`config.mk`:
```
export PLATFORM = sky130hd
export DESIGN_NAME = mul_sched
export DESIGN_NICKNAME = d
export VERILOG_FILES = /design/src/rtl/mul_sched.sv
export SDC_FILE = /design/constraint.sdc
export NUM_CORES = 1
export LEC_CHECK = 0
export ABC_AREA = 0
export CAP_MARGIN = 20
export CORE_ASPECT_RATIO = 1.4
export CORE_MARGIN = 2
export CORE_UTILIZATION = 35
export DETAILED_ROUTE_END_ITERATION = 8
export PLACE_DENSITY = 0.58
export SYNTH_ARGS = -nofsm -noshare
export SYNTH_HDL_FRONTEND = slang
export SYNTH_SLANG_ARGS = --single-unit
export TNS_END_PERCENT = 20
```
`constraint.sdc`:
```
create_clock -name clk -period 5.2 [get_ports clk]
set_clock_uncertainty 0.15 [all_clocks]
set_input_delay 0.52 -clock clk [delete_from_list [all_inputs] [get_ports clk]]
set_output_delay 0.52 -clock clk [all_outputs]
set_load 0.05 [all_outputs]
```
`src/rtl/mul_sched.sv`:
```
// mul_sched: shares one combinational multiplier between two requesters.
// Operands are latched on the request handshake and held for CALC_CYCLES
// settle cycles. The product is then registered and returned with the
// requester id over a valid/ready response handshake.
// Optional feature macro: MUL_SCHED_RR_EN selects round-robin arbitration.
// When the macro is undefined, requester 0 has fixed priority.
module mul_sched #(
    parameter int WIDTH       = 8,
    parameter int CALC_CYCLES = 2
) (
    input  logic               clk,
    input  logic               rst,
    input  logic               req0_valid,
    output logic               req0_ready,
    input  logic [WIDTH-1:0]   req0_a,
    input  logic [WIDTH-1:0]   req0_b,
    input  logic               req1_valid,
    output logic               req1_ready,
    input  logic [WIDTH-1:0]   req1_a,
    input  logic [WIDTH-1:0]   req1_b,
    output logic               rsp_valid,
    input  logic               rsp_ready,
    output logic               rsp_id,
    output logic [2*WIDTH-1:0] rsp_c,
    output logic               busy
);

    localparam int CW = (CALC_CYCLES > 1) ? $clog2(CALC_CYCLES) : 1;
    localparam logic [CW-1:0] CNT_LOAD = CW'(CALC_CYCLES - 1);

    typedef enum logic [1:0] {IDLE, CALC, DONE} state_t;

    state_t             state;
    state_t             state_next;
    logic [WIDTH-1:0]   op_a;
    logic [WIDTH-1:0]   op_b;
    logic               op_id;
    logic [CW-1:0]      cnt;
    logic               grant;
    logic               req_fire;
    logic               rsp_fire;
    logic [2*WIDTH-1:0] mul_c;

    // The shared multiplier is driven only by the operand registers. Its
    // inputs therefore change only on the request handshake edge, which lets
    // the path be treated as a CALC_CYCLES multicycle path.
    assign mul_c = (2*WIDTH)'(op_a) * (2*WIDTH)'(op_b);

    // Ready is gated by reset so that neither requester sees an accept
    // while the controller is held in reset.
    assign req0_ready = !rst && (state == IDLE) && !grant && req0_valid;
    assign req1_ready = !rst && (state == IDLE) &&  grant && req1_valid;
    assign req_fire   = req0_ready || req1_ready;
    assign rsp_fire   = rsp_valid && rsp_ready;
    assign busy       = (state != IDLE);

`ifdef MUL_SCHED_RR_EN
    logic last_grant;

    // Remember the winner of each request handshake. It resets to 1 so
    // that requester 0 wins the first contention.
    always_ff @(posedge clk or posedge rst) begin
        if (rst)
            last_grant <= 1'b1;
        else if (req_fire)
            last_grant <= grant;
    end

    // Round-robin: under contention, the requester not granted last time wins.
    always_comb begin
        grant = 1'b0;
        if (req0_valid && req1_valid)
            grant = ~last_grant;
        else
            grant = req1_valid;
    end
`else
    // Fixed priority: requester 1 wins only when requester 0 is idle.
    always_comb begin
        grant = 1'b0;
        grant = ~req0_valid;
    end
`endif

    // State register.
    always_ff @(posedge clk or posedge rst) begin
        if (rst)
            state <= IDLE;
        else
            state <= state_next;
    end

    // Next-state logic: accept -> settle window -> hold response until taken.
    always_comb begin
        state_next = state;
        case (state)
            IDLE:    if (req_fire)             state_next = CALC;
            CALC:    if (cnt == '0)            state_next = DONE;
            DONE:    if (rsp_fire)             state_next = IDLE;
            default:                           state_next = IDLE;
        endcase
    end

    // Datapath: latch operands on accept, count the settle window, then
    // capture the product and hold it until the consumer takes it.
    always_ff @(posedge clk or posedge rst) begin
        if (rst) begin
            op_a      <= '0;
            op_b      <= '0;
            op_id     <= 1'b0;
            cnt       <= '0;
            rsp_c     <= '0;
            rsp_id    <= 1'b0;
            rsp_valid <= 1'b0;
        end else begin
            if (req_fire) begin
                op_a  <= grant ? req1_a : req0_a;
                op_b  <= grant ? req1_b : req0_b;
                op_id <= grant;
                cnt   <= CNT_LOAD;
            end else if (state == CALC) begin
                if (cnt == '0) begin
                    rsp_c     <= mul_c;
                    rsp_id    <= op_id;
                    rsp_valid <= 1'b1;
                end else begin
                    cnt <= cnt - 1'b1;
                end
            end
            if (rsp_fire)
                rsp_valid <= 1'b0;
        end
    end

endmodule

```
# After elaboration in Yosys (flattened, before gate mapping)

Cells that the tools add are included.
W data, S select, Z words.

Bits of input ports: 37
Register bits after elaboration: 38

Equal/unequal tests: 7
$mul: 1
Add/subtract/negate cells: 1
Bitwise gates (word level): 3
Reductions and logical operators: 15
Mux-type cells: 13

Operators by type and width:

| kind                  | number |
|---|---|
| $mul A8 B8 Y16        | 1 |
| $mux W8               | 2 |
| $reduce_and A3 Y1     | 3 |
| $mux W1               | 7 |
| $logic_and A1 B1 Y1   | 6 |
| $mux W2               | 3 |
| $ne A2 B2 Y1 const B  | 3 |
| $pmux W2 S3           | 1 |
| $reduce_bool A2 Y1    | 3 |
| $ne A2 B1 Y1 const B  | 2 |
| $not A1 Y1            | 3 |
| $eq A2 B1 Y1 const B  | 1 |
| $eq A2 B2 Y1 const B  | 1 |
| $logic_not A2 Y1      | 1 |
| $logic_not A1 Y1      | 1 |
| $logic_or A1 B1 Y1    | 1 |
| $sub A1 B1 Y1 const B | 1 |

# Logic depth before layout (Yosys ltp)

Word-level depth: 7
Depth in mapped cells: 16
Mapped depth without buffers: 16

# Least setup slack after synthesis

Ideal clock, no wire load.

Kind: reg2reg
Start point: reg op_a[2]
End point: reg rsp_c[12]
Buffers on the path: 0
Library setup time: 0.123 ns
Arrival time: 3.892 ns
Setup slack: 1.034 ns
Period minus slack after synthesis: 4.166 ns
Stages on the path, launching flop included: 15
Path through: dfrtp_1 -> and2_1 -> fa_1 -> fa_1 -> fa_1 -> inv_1 -> fa_1 -> inv_1 -> ha_1 -> a21oi_2 -> nand2_1 -> and2_4 -> a31oi_1 -> xor2_1 -> o21ai_1

Cells in the longest elaborated chain, start to end: 1

RTL lines:

| what                     | RTL line | source |
|---|---|---|
| start: declaration       | 35       | `logic [WIDTH-1:0] op_a;` |
| start signal: assignment | 117      | `op_a <= grant ? req1_a : req0_a;` |
| $mul A8 B8 Y16           | 47       | `assign mul_c = (2*WIDTH)'(op_a) * (2*WIDTH)'(op_b);` |
| end signal: assignment   | 123      | `rsp_c <= mul_c;` |
| end: declaration         | 24       | `output logic [2*WIDTH-1:0] rsp_c,` |

Every way passes these cells.
A chain may end at the register's enable or synchronous reset.

# Worst setup path in the final report

Start point: reg op_a[2]
End point: reg rsp_c[14]

Same word-level chain as after synthesis.

==> reports/qor.yml <==
outcome: "complete, no violations"
endpoint_kind: "flop"
critical_path_required_ns: 5.22
timing.slew.headroom_pct: 66.4
min_path_type: "reg2reg"
critical_path_class: "reg2reg"
ys_types: 36
synth-seq-cells: 38
die_w_um: 91.6
post_dp_cell_area_um2: 4430
path_cells: "and2_1 > fa_1 > fa_1 > fa_1 > inv_1 > fa_1 > inv_1 > ha_1 > a21oi_2 > nand2_1 > and2_4 > a31oi_1 > xor2_1 > o21ai_1"
grt_use_met1_pct: 17.1
cp.depth: 14
yosys_warnings: 0
cts_tree: "built"
path_clk_slew_ns: 0.06
area_growth_pct: 22.2
post_cts_resized: 0
cts_setup_buffers: 0
clock-sinks: 38
worstReg2RegEnd: "rsp_c[14]"
core-area_um2: 10400
slowest_stage: "fa_1"
grt_use_met3_pct: 1.96
ys_seq_area_share_pct: 25.3
postRouteAntennaNets: 0
cts_max_path_buffers: 2
antenna_found_initial: 0
async_reset_ff_share_pct: 100
top_usage_layer: "met2"
ys.flop_type: "dfrtp_1"
setup_violations: 0
rsz0062_at_grt: "no"
drc: 0
wire_per_inst_um: 13.6
drive_gt1_share_pct: 10.8
slew_violations: 0
cts.root.buffer_cell: "clkbuf_16"
cp.arrival_ns: 4.50
finalHoldViolations: 0
path_delay_family: "adder cells"
tightest_slew_ns: 0.503
synth.most_common_cell: "and2_1"
grt_pass1_wl_mm: 13.4
grt_max_degree: 39
die_h_um: 127
synth_cells: 377
htree_num_levels: 2
die-area_um2: 11600
first_pass_iters: 4
routed_via_density: 4.66
vias: 2668
crit_fanout: 9
grt_pass1_vias: 2795
cts-buffers-inserted: 5
n_antenna_cell: 0
stdcell_area_um2: 4600
rows: 44
crit_top_cell: "fa_1"
r2r-start: "op_a[2]"
gr-total-overflow: 0
drv_cap: 0
cp-start-kind: "flop"
start_util_pct: 36.2
synthTopCellsByCount: "and2_1, inv_1, dfrtp_1"
r2r_setup_slack_ns: 0.72
met2_usage_pct: 26.8
synth.top_cell.area_share_pct: 25.3
portBuffers: 57
slowest_delay_ns: 0.54
critical_path_buf_inv_count: 2
ctsHoldBuffers: 0
setup.worst_path.start: "op_a[2]"
yosys-top-cells-area: "dfrtp_1, fa_1, ha_1, and2_1, inv_1"
crit_end: "rsp_c[14]"
fin_crit_sh_pct: 86.2
period_minus_slack_ns: 4.48
syn-num-nets: 486
dpl.hpwl_mm: 6.30
setup_tns_ns: 0
routed_wl_mm: 7.78
synth_largest_area_cell: "dfrtp_1"
syn_area_um2: 3760
fmax_ghz: 0.223
drt_iter0_drc: 116
synth_area_per_cell_um2: 9.98
ios: 58
track_usage_pct: 14.5
ff2ff_path_depth: 14
synth_edf_count: 0
gp_routability_congestion: 0.850
clk-insertion-delay-late_ns: 0.29
nets: 543
cells by family after synthesis:
kind of cell    count (synthesis)  synth area share (%)
buf+inv                        59                  7.48
flops                          38                  25.3
xor+xnor                       11                  2.56
simple gates                  118                  17.1
mux                            21                  5.92
fa+ha+maj                      72                  31.1
compound gates                 58                  10.6
cells in the final DEF, fill, tap and decap left out, drive strengths merged:
cell            n
a211oi          1
clkdlybuf4s50  57
nand3           1
mux2            4
nor2           21
inv            49
nand2          37
dfrtp          38
xnor2           3
bufinv          1
o211ai          1
o211a           1
or2             1
xor2            8
buf             3
a21o            4
fa             36
nand2b          4
a21oi          28
clkbuf          6
a31oi           2
nor2b           1
mux2i          17
o21a            1
o21bai          3
and2           53
o21ai          17
ha             36
worst register-to-register path: cells and delay by family, from the launching register on:
family / cells / cell delay [ns]
fa+ha+maj: 5 / 2.46
flops: 1 / 0.51
simple gates: 3 / 0.49
compound gates: 3 / 0.46
xor+xnor: 1 / 0.20
buf+inv: 2 / 0.10
registers in the layout (all words and copies together) (netlist names):
signal     count
op_a           8
rsp_id         1
rsp_c         16
op_id          1
state          2
op_b           8
rsp_valid      1
cnt            1
worst min path at each step:
stage | start | endpoint | slack [ns] | depth (start not counted)
2_1_floorplan | cnt | cnt | 0.30 | 1
3_3_place_gp | cnt | cnt | 0.31 | 1
3_5_place_dp | cnt | cnt | 0.32 | 1
4_1_cts | cnt | cnt | 0.33 | 1
5_1_grt | cnt | cnt | 0.33 | 1
6_report | rsp_c[7] | rsp_c[7] | 0.32 | 2
metal layers:
metal	share of wire [%]	routed length [um]
met1	40	3130
met2	56	4350
met3	2.3	182
met4	1.5	117
met5	0	0
layout make-up:
| type | count | area, um^2 |
|---|---|---|
| Inverter | 49 | 184 |
| Timing Repair Buffer | 60 | 593 |
| Multi-Input combinational cell | 280 | 2530 |
| Clock buffer | 6 | 139 |
| Tap cell | 138 | 173 |
| Clock inverter | 1 | 30.0 |
| Sequential cell | 38 | 951 |
| Fill cell | 1025 | 5800 |
metrics by stage:
| step | std cells | worst slack, ns | hold slack (ns) | utilization (%) |
|---|---|---|---|---|
| floorplan | 377 | 1.03 | 0.299 | - |
| global placement | 565 | 0.702 | 0.310 | 42.6 |
| detailed placement | 565 | 0.704 | 0.316 | 42.6 |
| CTS | 572 | 0.689 | 0.329 | 44.2 |
| global route | 572 | 0.483 | 0.332 | 44.2 |
| finish | 572 | 0.718 | 0.322 | 44.2 |
Power is not shown: default switching activity piles up to over one toggle a cycle in this logic, so the estimate is an artifact.
